**src/rtl/board_io_pkg.sv**
```systemverilog
`timescale 1ns/100ps
// Shared constants and helpers for the board pin front end.
package board_io_pkg;

  // Normalised key levels after the polarity stage: 1 means the button is down.
  localparam logic KEY_PRESSED  = 1'b1;
  localparam logic KEY_RELEASED = 1'b0;

  localparam int DEF_DEBOUNCE_CYCLES = 500000;
  localparam int DEF_RST_HOLD        = 16;

  // Bits needed to hold 0..v-1; never less than 1 so counters stay legal.
  function automatic int clog2(input int v);
    int r;
    int x;
    r = 0;
    x = v - 1;
    while (x > 0) begin
      r = r + 1;
      x = x >>> 1;
    end
    if (r < 1) r = 1;
    return r;
  endfunction

endpackage

```
**src/rtl/board_io_conditioner_debounce_chan.sv**
```systemverilog
`timescale 1ns/100ps
// One input channel: two-flop synchroniser, stable-count debouncer and
// registered rise/fall pulses.
module debounce_chan
  import board_io_pkg::*;
#(
  parameter int   CYCLES     = 4,
  parameter logic INIT_LEVEL = 1'b0
) (
  input  logic CLOCK_50,
  input  logic RESET_N,
  input  logic raw,
  input  logic en_pulse,
  output logic level,
  output logic rise,
  output logic fall
);

  localparam int            CW       = clog2(CYCLES + 1);
  localparam logic [CW-1:0] CNT_LAST = CW'(CYCLES - 1);

  logic          sync_p0;
  logic          sync_p1;
  logic [CW-1:0] cnt;
  logic          armed;
  logic          pulse_ok;

  // A channel only earns pulses once it has been seen settled while the core
  // is running, so a pin already active at power-up reports its level silently.
  assign pulse_ok = en_pulse & armed;

  always_ff @(posedge CLOCK_50 or negedge RESET_N) begin
    if (!RESET_N) begin
      sync_p0 <= INIT_LEVEL;
      sync_p1 <= INIT_LEVEL;
      cnt     <= '0;
      level   <= INIT_LEVEL;
      armed   <= 1'b0;
      rise    <= 1'b0;
      fall    <= 1'b0;
    end else begin
      // p0 -> p1: metastability guard
      sync_p0 <= raw;
      sync_p1 <= sync_p0;
      rise    <= 1'b0;
      fall    <= 1'b0;
      armed   <= en_pulse & (armed | (sync_p1 == level));
      // p1 -> level: accept only after CYCLES consecutive disagreeing samples
      if (sync_p1 == level) begin
        cnt <= '0;
      end else if (cnt == CNT_LAST) begin
        level <= sync_p1;
        cnt   <= '0;
        rise  <= pulse_ok & sync_p1;
        fall  <= pulse_ok & ~sync_p1;
      end else begin
        cnt <= cnt + CW'(1);
      end
    end
  end

endmodule

```
**src/rtl/board_io_conditioner.sv**
```systemverilog
`timescale 1ns/100ps
// Board pin front end: core reset sequencer plus debounced keys and switches
// with one-cycle edge pulses for the processor core.
module board_io_conditioner
  import board_io_pkg::*;
#(
  parameter int NKEYS           = 4,
  parameter int NSW             = 10,
  parameter int DEBOUNCE_CYCLES = DEF_DEBOUNCE_CYCLES,
  parameter int RST_HOLD        = DEF_RST_HOLD,
  parameter int KEY_ACTIVE_LOW  = 1
) (
  input  logic             CLOCK_50,
  input  logic             RESET_N,
  input  logic [NKEYS-1:0] KEY,
  input  logic [NSW-1:0]   SW,
  output logic             sys_reset_n,
  output logic [NKEYS-1:0] key_level,
  output logic [NKEYS-1:0] key_press,
  output logic [NKEYS-1:0] key_release,
  output logic [NSW-1:0]   sw_level,
  output logic [NSW-1:0]   sw_change
);

  localparam int            HW        = clog2(RST_HOLD + 1);
  localparam logic [HW-1:0] HOLD_LAST = HW'(RST_HOLD - 1);
  localparam logic [HW-1:0] HOLD_DONE = HW'(RST_HOLD);

  logic             rst_sync_p0;
  logic             rst_sync_p1;
  logic [HW-1:0]    hold_cnt;
  logic [NKEYS-1:0] key_norm;
  logic [NSW-1:0]   sw_rise;
  logic [NSW-1:0]   sw_fall;

  always_ff @(posedge CLOCK_50 or negedge RESET_N) begin
    if (!RESET_N) begin
      rst_sync_p0 <= 1'b0;
      rst_sync_p1 <= 1'b0;
      hold_cnt    <= '0;
      sys_reset_n <= 1'b0;
    end else begin
      // p0 -> p1: release synchroniser
      rst_sync_p0 <= 1'b1;
      rst_sync_p1 <= rst_sync_p0;
      // p1 -> hold counter: saturates so the core stays out of reset
      if (rst_sync_p1 && (hold_cnt != HOLD_DONE)) begin
        hold_cnt <= hold_cnt + HW'(1);
        if (hold_cnt == HOLD_LAST) sys_reset_n <= 1'b1;
      end
    end
  end

  // Keys are normalised to 1 = pressed before synchronising, so the released
  // reset value of the sync flops is KEY_RELEASED whatever the pin polarity.
  assign key_norm = (KEY_ACTIVE_LOW != 0) ? ~KEY : KEY;

  for (genvar i = 0; i < NKEYS; i++) begin : g_key
    debounce_chan #(
      .CYCLES     (DEBOUNCE_CYCLES),
      .INIT_LEVEL (KEY_RELEASED)
    ) u_chan (
      .CLOCK_50 (CLOCK_50),
      .RESET_N  (RESET_N),
      .raw      (key_norm[i]),
      .en_pulse (sys_reset_n),
      .level    (key_level[i]),
      .rise     (key_press[i]),
      .fall     (key_release[i])
    );
  end

  for (genvar j = 0; j < NSW; j++) begin : g_sw
    debounce_chan #(
      .CYCLES     (DEBOUNCE_CYCLES),
      .INIT_LEVEL (1'b0)
    ) u_chan (
      .CLOCK_50 (CLOCK_50),
      .RESET_N  (RESET_N),
      .raw      (SW[j]),
      .en_pulse (sys_reset_n),
      .level    (sw_level[j]),
      .rise     (sw_rise[j]),
      .fall     (sw_fall[j])
    );
  end

  assign sw_change = sw_rise | sw_fall;

endmodule
```
**config.mk**
```make
export PLATFORM = sky130hd
export DESIGN_NAME = board_io_conditioner
export DESIGN_NICKNAME = d
export VERILOG_FILES = /design/src/rtl/board_io_pkg.sv /design/src/rtl/board_io_conditioner_debounce_chan.sv /design/src/rtl/board_io_conditioner.sv
export SDC_FILE = /design/constraint.sdc
export NUM_CORES = 1
export LEC_CHECK = 0
export BUFFER_PORTS_ARGS = -buffer_cell sky130_fd_sc_hd__buf_2
export CAP_MARGIN = 20
export CORE_AREA = 5 5 211 213
export DETAILED_ROUTE_END_ITERATION = 6
export DIE_AREA = 0 0 216 218
export PLACE_DENSITY = 0.52
export SLEW_MARGIN = 20
export SYNTH_ARGS = -nofsm -noshare
export SYNTH_HDL_FRONTEND = slang
export SYNTH_SLANG_ARGS = --single-unit
export TNS_END_PERCENT = 10
```
**constraint.sdc**
```tcl
create_clock -name CLOCK_50 -period 5.9 [get_ports CLOCK_50]
set_input_delay 0.295 -clock CLOCK_50 [delete_from_list [all_inputs] [get_ports CLOCK_50]]
set_output_delay 0.295 -clock CLOCK_50 [all_outputs]
set_load 0.02 [all_outputs]
```
==> results.md, run 1 <==
* Clock Tree Root: clkbuf_16
* Wire per inst at 13.58 µm
* Fillcell total at 4055
* Simple-gate portion of the synthesized area at 25.01%
* TNS Setup at 0 ns
* Cell-internal power at about 0.0041 W
* CTS tree: done
* Post-Synth Adder-Cell Area at 1.274%
* RSZ-0062 raised after global routing: no
* Non-Filler Instances at 2289
* Clk pwr share at a little under half
* NumNets Final at roughly 1700
* Sw Pwr at around 0.0012 W
* Post-Synthesis Cells at between 1500 and 2000
* First-pass GRT wire length at ~55000 µm
* Drt drc at 0
* Total grt overflow at 0
* Initial antenna violation count at 0
* Fin crit share at a little under two fifths
* Commonest non-fill, non-tap cells in the layout: dfrtp_1 (357), nor2_1 (239), xnor2_1 (120), nand3_1 (92), nand2_1 (87)
* Post-cts resize count at 0
* Die width at ~220 µm
* CTS H-tree depth at 2
* Antenna cells at 0
* Main combinational cell family by area after synthesis: simple AND/OR/NAND/NOR gates
* Fin. max-slew vios at 0
* Router iterations before antenna repair at 4
* Combinational group share of total power at 4.0%
* Avg Cell Area, Syn at about 10 µm²
* Vias in the first global route at about 12000
* Worst path arrival time at between 2 and 3 ns
* Hpwl dp at about 20000 µm
* XOR/XNOR Fraction of Synth Area at 10.02%
* Hold-critical path depth at 0
* Routed WL at 31100 µm
* Max-slew headroom at between 30% and 40%
* Reg2reg path depth at 6
* Synth Net Count at 1674
* Final Hold Violating Endpoints at 0
* Crit path max fanout at 10
* 1st-iter DRT viols at 620
* Initial Util at between 30% and 40%
* Pre-CTS WS at between 3 and 4 ns
* Mux share of post-synthesis cell area at less than 1%
* Final setup violation count at 0
* Worst Clk Skew at 0.01529 ns
* R2R Setup Slk at approximately 3.6 ns
* Leakage at around 7.8 nW
* Synth-to-Final Area Change at 13.83%
* Design Area, Final at approximately 0.019 mm²
* Maximum root-to-sink buffer count at 3
* Post-synthesis instance area at 0.01670 mm²
* Largest net degree at the start of global routing at 139
* Num CTS Buffers at 42
* Placed insts at 2200
* Sequential-to-total area share from yosys stat at between 50% and 60%
* Via density at 5.137
* Worst-path clk slew at ~0.060 ns
* Worst Hold Class: reg2reg
* Minimum clock period at around 2.3 ns
* Die ar. at approximately 0.047 mm²
* Share of cells above drive strength 1 at 10.44%
* Area after DPL at roughly 0.017 mm²
* Via count at between 10000 and 15000
* Sw Ratio at between 20% and 30%
* Sequential power share at roughly half
* Worst VDD drop at approximately 200 µV
* Critical path startpoint category: flip-flop
* Source-to-sink clock delay at the later pin of the worst-skew pair at roughly 0.55 ns
* Boundary Pins at 49
* Port Buffers at 48
* Final ANT Viol Nets at 0
* Die Span Y at approximately 220 µm
* Core Footprint at ~0.043 mm²
* Final worst slack at about 3.6 ns
* Share of synthesized registers carrying an async set or reset at 100.0%
* Synth unique cells at 44
* Overall Global Routing Usage at a little over an eighth
* Seq cells post-synth at around 360
* Synth Warn # at 0
* # clock sinks at between 300 and 400
* Crit path kind: reg2reg
* Max-cap viol count at 0
* PD cells at approximately 280 mW/mm²
* Leading cell type in the layout, fill and taps excluded: dfrtp_1
* Compound-cell area share of the yosys netlist at between 6 and 7%
* Setup Buffers After CTS at 0
* Placer congestion estimate at 0.8015
* CP Capture Type: flip-flop
* CP required at about 6.3 ns
* Num rows at 76
* Fmax at between 400 and 500 MHz
* Status: finished, final reports clean
* Post-synth EDFFs at 0
* Ys flop type: dfrtp_1
* Slew @ Worst Pin at between 0.9 and 1 ns
## state kept, by name, indices dropped and copies added (netlist names), 5 cells and up
register,flops
g_sw.u_chan.fall,10
g_sw.u_chan.armed,10
hold_cnt,5
g_sw.u_chan.rise,10
g_key.u_chan.cnt,76
g_sw.u_chan.level,10
g_sw.u_chan.sync_p1,10
g_sw.u_chan.sync_p0,10
g_sw.u_chan.cnt,190
## final timing paths
check                                        start                      end
max                          g_sw[7].u_chan.cnt[0]    g_sw[7].u_chan.cnt[9]
min                        g_key[2].u_chan.sync_p0  g_key[2].u_chan.sync_p1
max reg2reg                  g_sw[7].u_chan.cnt[0]    g_sw[7].u_chan.cnt[9]
min reg2reg                g_key[2].u_chan.sync_p0  g_key[2].u_chan.sync_p1
max in group asynchronous                  RESET_N              sys_reset_n
min in group asynchronous                  RESET_N   g_sw[4].u_chan.cnt[11]
## per-layer routing
layer / wire [µm] / GRT usage, % / up-vias / part of all wire, %
li1: - / - / 5917 / -
met1: 15060 / 18.14 / 5666 / 48
met2: 14080 / 22.15 / 129 / 45
met3: 1239 / 2.638 / 47 / 4.0
met4: 707 / 4.770 / 0 / 2.3
met5: 0 / 0 / - / 0
## metrics by stage
stage               hold slack (ns)  total power, W  utilization (%)
CTS                          0.3346        0.005460            44.71
finish                       0.3413        0.005339            44.71
detailed placement           0.3347        0.002851            41.15
global route                 0.3506        0.005596            44.71
floorplan                -0.0005911        0.002736                -
global placement             0.3317        0.002844            41.15
## worst max-delay path, cell delays in order (launching register included)
cell and delay (ns):
dfrtp_1 0.38, ha_1 0.22, nand4_1 0.30, or2_1 0.35
o31ai_2 0.53, buf_4 0.29, nor2_1 0.07
## power groups by stage
stage / Combinational [W] / Sequential, W / Clock, W
2_1_floorplan: 0.000131 / 0.00261 / 0
3_3_place_gp: 0.000210 / 0.00263 / 0
3_5_place_dp: 0.000215 / 0.00264 / 0
4_1_cts: 0.000222 / 0.00259 / 0.00264
5_1_grt: 0.000253 / 0.00260 / 0.00274
6_report: 0.000212 / 0.00259 / 0.00254
## cell usage after synthesis, types with 2 or more instances
master | n | area share (%)
a21oi_1 | 64 | 1.9
and2_1 | 3 | 0.11
and3_1 | 9 | 0.34
and4_1 | 42 | 2.2
buf_2 | 9 | 0.27
buf_4 | 22 | 0.99
clkbuf_1 | 20 | 0.45
dfrtp_1 | 358 | 54
ha_1 | 17 | 1.3
inv_1 | 63 | 1.4
mux2_2 | 13 | 0.88
nand2_1 | 87 | 2.0
nand3_1 | 92 | 2.8
nand3b_1 | 7 | 0.31
nand4_1 | 69 | 2.6
nand4_2 | 3 | 0.22
nor2_1 | 239 | 5.4
nor2b_1 | 27 | 1.0
nor3_1 | 35 | 1.0
nor4_1 | 50 | 1.9
nor4b_1 | 12 | 0.63
nor4bb_1 | 3 | 0.18
o21a_1 | 14 | 0.63
o21ai_0 | 41 | 1.2
o31ai_1 | 20 | 0.90
o31ai_2 | 11 | 0.82
o41ai_1 | 3 | 0.16
or2_1 | 2 | 0.075
or2_2 | 25 | 0.94
or3_1 | 49 | 1.8
or4_1 | 28 | 1.3
or4b_1 | 3 | 0.18
xnor2_1 | 120 | 6.3
xor2_1 | 71 | 3.7
## area by class of cell
cell class                      count  area [µm²]  share of cell area [%]
Multi-Input combinational cell   1169        7216                   37.97
Sequential cell                   358        8960                   47.14
Clock inverter                      8       70.07                  0.3687
Inverter                           63       236.5                   1.244
Timing Repair Buffer               79       545.5                   2.870
Clock buffer                       66        1295                   6.814
Tap cell                          546       683.2                   3.594
## kinds of logic (layout without fill, tap and decap cells)
kind of cell	Yosys count	count (layout)
AND/OR/NAND/NOR	787	787
multiplexers	13	13
other	1	1
adder cells (fa/ha/maj)	17	17
buffers and inverters	114	216
AO/OA/AOI/OAI	160	160
XOR/XNOR	191	191
flip-flops	358	358
## repair_timing
item | in CTS | in global routing
setup endpoints to repair | 0 | 0
hold buffers | 15 | 0
endpoints found under the hold margin | 116 | 0
Power figures use the tool's default switching activity.
==> run 2: changes to the inputs <==
--- a/config.mk
+++ b/config.mk
@@ -5,12 +5,13 @@
 export SDC_FILE = /design/constraint.sdc
 export NUM_CORES = 1
 export LEC_CHECK = 0
+export ABC_AREA = 1
 export BUFFER_PORTS_ARGS = -buffer_cell sky130_fd_sc_hd__buf_2
 export CAP_MARGIN = 20
-export CORE_AREA = 5 5 211 213
+export CORE_AREA = 5 5 225 227
 export DETAILED_ROUTE_END_ITERATION = 6
-export DIE_AREA = 0 0 216 218
-export PLACE_DENSITY = 0.52
+export DIE_AREA = 0 0 230 232
+export PLACE_DENSITY = 0.54
 export SLEW_MARGIN = 20
 export SYNTH_ARGS = -nofsm -noshare
 export SYNTH_HDL_FRONTEND = slang
==> constraint.sdc (replaced) <==
create_clock -name CLOCK_50 -period 1.84 [get_ports CLOCK_50]
set_input_delay 0.092 -clock CLOCK_50 [delete_from_list [all_inputs] [get_ports CLOCK_50]]
set_output_delay 0.092 -clock CLOCK_50 [all_outputs]
set_load 0.02 [all_outputs]
==> run 2 against run 1 <==
Effect of this change: clock power rose to 3.5 times the previous value; largest cell class unchanged; die area up 13%; via count up 28%; power rose to 3.5 times the previous value; largest power group is now the clock network; non-clock buffer count up 2; utilization up 0.28 points; synthesized cell count up 51%; critical path type is now reg2out; critical endpoint is now sw_change[7].
==> results.md, run 2 <==
* Synth Warn # at 0 (unchanged)
* Die Span Y at 232 µm (+6.4%)
* Worst path arrival time at 1.41 ns (-1.27 ns)
* Sequential-to-total area share from yosys stat at 46.80% (-6.9 points)
* Via density at 4.668 (-9.1%)
* Worst Hold Class: in2async
* Clock Tree Root: clkbuf_16
* Final ANT Viol Nets at 0 (unchanged)
* Port Buffers at 48 (unchanged)
* Simple-gate portion of the synthesized area at 35.88% (+11 points)
* Post-Synth Adder-Cell Area at 1.111% (-0.16 points)
* Area of the multi-input gates at 0.008951 mm² (+24%)
* CP Capture Type: output pin
* Worst VDD drop at 593.1 µV (+190%)
* Top cells by area, synth: dfrtp_1 (47%), nor2_1 (14%), nand2_1 (8.4%), nand3_1 (5.6%), inv_1 (4.9%)
* Share of synthesized registers carrying an async set or reset at 100.0% (unchanged)
* Post-Synthesis Cells at 2485 (+51%)
* Commonest non-fill, non-tap cells in the layout: nor2_1 (697), nand2_1 (426), dfrtp_1 (358), inv_1 (251), nand3_1 (214)
* Avg Cell Area, Syn at 7.703 µm² (-24%)
* Num CTS Buffers at 43 (+2.4%)
* Post-synth top area share at 46.80% (-6.9 points)
* Fillcell total at 4842 (+19%)
* First-pass GRT wire length at 70680 µm (+27%)
* Compound-cell area share of the yosys netlist at 2.824% (-3.2 points)
* Ys flop type: dfrtp_1
* NumNets Final at 2612 (+50%)
* CTS H-tree depth at 2 (unchanged)
* Fin crit share at between 80 and 90%
* 1st-iter DRT viols at 832 (+34%)
* Synth unique cells at 35 (-20%)
* Worst Clk Skew at 0.02383 ns (+0.008539 ns)
* Maximum root-to-sink buffer count at 3 (unchanged)
* Top Registers: g_sw.u_chan.cnt (190), g_key.u_chan.cnt (76)
* TNS Setup at 0 ns (unchanged)
* Design Area, Final at 0.02179 mm² (+15%)
* Area after DPL at 0.02013 mm² (+15%)
* Num rows at 81 (+6.6%)
* CTS tree: done
* Most common cell in the netlist: nor2_1
* Vias in the first global route at 14800 (+25%)
* Pre-CTS WS at 0.3711 ns (-3.256 ns)
* Combinational group share of total power at 6.5% (+2.5 points)
* Final worst slack at 0.3351 ns (-3.312 ns)
* Crit path kind: reg2out
* Routed WL at 40630 µm (+31%)
* Seq cells post-synth at 358 (unchanged)
* RSZ-0062 raised after global routing: no
* Reg area at 0.008959 mm² (about the same)
* Final Power at 0.01857 W (+250%)
* Via count at 15100 (+28%)
* Source-to-sink clock delay at the later pin of the worst-skew pair at 0.56 ns (about the same)
* XOR/XNOR Fraction of Synth Area at 6.922% (-3.1 points)
* Leakage at 9.399 nW (+20%)
* CP required at 1.75 ns (-4.58 ns)
* Drt drc at 0 (unchanged)
* Hold WS at 0.06085 ns (-0.2805 ns)
* Synth Net Count at 2518 (+50%)
* Fin. max-slew vios at 0 (unchanged)
* Largest Register: g_sw.u_chan.cnt
* Clk pwr share at 48.1% (+0.6 points)
* Max-cap viol count at 0 (unchanged)
* Sequential power share at 45.4% (-3.1 points)
* Cell-internal power at 0.01414 W (+240%)
* Main combinational cell family by area after synthesis: simple AND/OR/NAND/NOR gates
* Hpwl dp at 29310 µm (+46%)
* PD cells at 852.2 mW/mm² (+200%)
* Share of cells above drive strength 1 at 11.67% (+1.2 points)
* Largest area contributor in the netlist: dfrtp_1
* Minimum clock period at around 1.5 ns
* Die ar. at 0.05336 mm² (+13%)
* Sw Ratio at 23.85% (+1.5 points)
* Final Hold Violating Endpoints at 0 (unchanged)
* Initial antenna violation count at 0 (unchanged)
* Worst-path clk slew at 0.06 ns (about the same)
* Critical path startpoint category: flip-flop
* Placer congestion estimate at 0.8664 (+8.1%)
* Crit path max fanout at 1 (-9)
* Post-synth EDFFs at 0 (unchanged)
* Largest net degree at the start of global routing at 62 (-55%)
* Router iterations before antenna repair at 5 (+1)
* Overall Global Routing Usage at 15.48% (+1.9 points)
* Wire per inst at 12.56 µm (-7.6%)
* Post-synthesis instance area at 0.01914 mm² (+15%)
* Fmax at around 660 MHz
* Core Footprint at 0.04844 mm² (+14%)
* Boundary Pins at 49 (unchanged)
* Initial Util at 39.51% (+0.23 points)
* Final setup violation count at 0 (unchanged)
* Sw Pwr at 0.004430 W (+270%)
* Mux share of post-synthesis cell area at 0% (-0.88 points)
* Max reg flops at 190 (unchanged)
* Total grt overflow at 0 (unchanged)
* Most frequent cells after synthesis: nor2_1 (697), nand2_1 (426), dfrtp_1 (358), inv_1 (251), nand3_1 (214)
* Leading cell type in the layout, fill and taps excluded: nor2_1
* Die width at 230 µm (+6.5%)
* Antenna cells at 0 (unchanged)
* Synth-to-Final Area Change at 13.86% (about the same)
* # clock sinks at 358 (unchanged)
* Status: finished, final reports clean
## run 2: routing by layer
layer  global-route usage, %  part of all wire, %  vias to the layer above
met5                       0                    0                        -
met1                   21.67                   49                     6997
li1                        -                    -                     7880
met3                   2.568                  3.2                       57
met4                   4.203                  1.8                        0
met2                   25.12                   46                      168
## run 2: area by class of cell
class	instances	area share (%)
tap	622	3.571
sequential	358	41.10
timing repair buffer	81	2.687
multi-input combinational	1828	41.07
clock buffer	58	5.660
inverter	267	4.598
clock inverter	21	1.309
## run 2: power by group through the flow
stage,registers [W],logic [W],clock network (W)
2_1_floorplan,0.00853,0.000600,0
3_3_place_gp,0.00856,0.00119,0
3_5_place_dp,0.00857,0.00123,0
4_1_cts,0.00843,0.00126,0.00933
5_1_grt,0.00848,0.00139,0.00967
6_report,0.00843,0.00120,0.00894
## run 2: cells by family (layout without fill, tap and decap cells)
group	Yosys count	count (layout)
DFF	358	358
AOI/OAI and AO/OA	105	105
and+or+nand+nor	1564	1564
other	1	1
buffers and inverters	299	427
xor gates and xnor gates	141	141
adders and majority gates	17	17
## run 2: worst paths after layout
kind / from / end / slack (ns) / cells after the start
worst max-delay path: g_sw[7].u_chan.fall / sw_change[7] / 0.34 / 2
worst min register to register: g_sw[1].u_chan.sync_p0 / g_sw[1].u_chan.sync_p1 / 0.35 / 0
worst min-delay path: RESET_N / g_sw[8].u_chan.cnt[18] / 0.06 / 2
worst max register to register: g_sw[6].u_chan.cnt[0] / g_sw[6].u_chan.cnt[5] / 0.38 / 6
min in group CLOCK_50: SW[3] / g_sw[3].u_chan.sync_p0 / 0.16 / 2
max in group asynchronous: RESET_N / g_key[2].u_chan.cnt[8] / 1.05 / 3
## run 2: critical path, cell delays in order, from the launching register on
cell and delay [ns]:
dfrtp_1 0.35, or2_2 0.33, buf_2 0.18
## run 2: per-stage QoR
| step | instances | utilization, % |
|---|---|---|
| finish | 3235 | 44.99 |
| global route | 3235 | 44.99 |
| CTS | 3235 | 44.99 |
| detailed placement | 3141 | 41.54 |
| global placement | 3141 | 41.54 |
| floorplan | 2485 | - |
## run 2: timing repair
item,4_1_cts,5_1_grt
hold endpoints to repair,372,0
hold buffers,15,0
setup endpoints to repair,0,0
resized for setup,0,0
buffers inserted,0,0
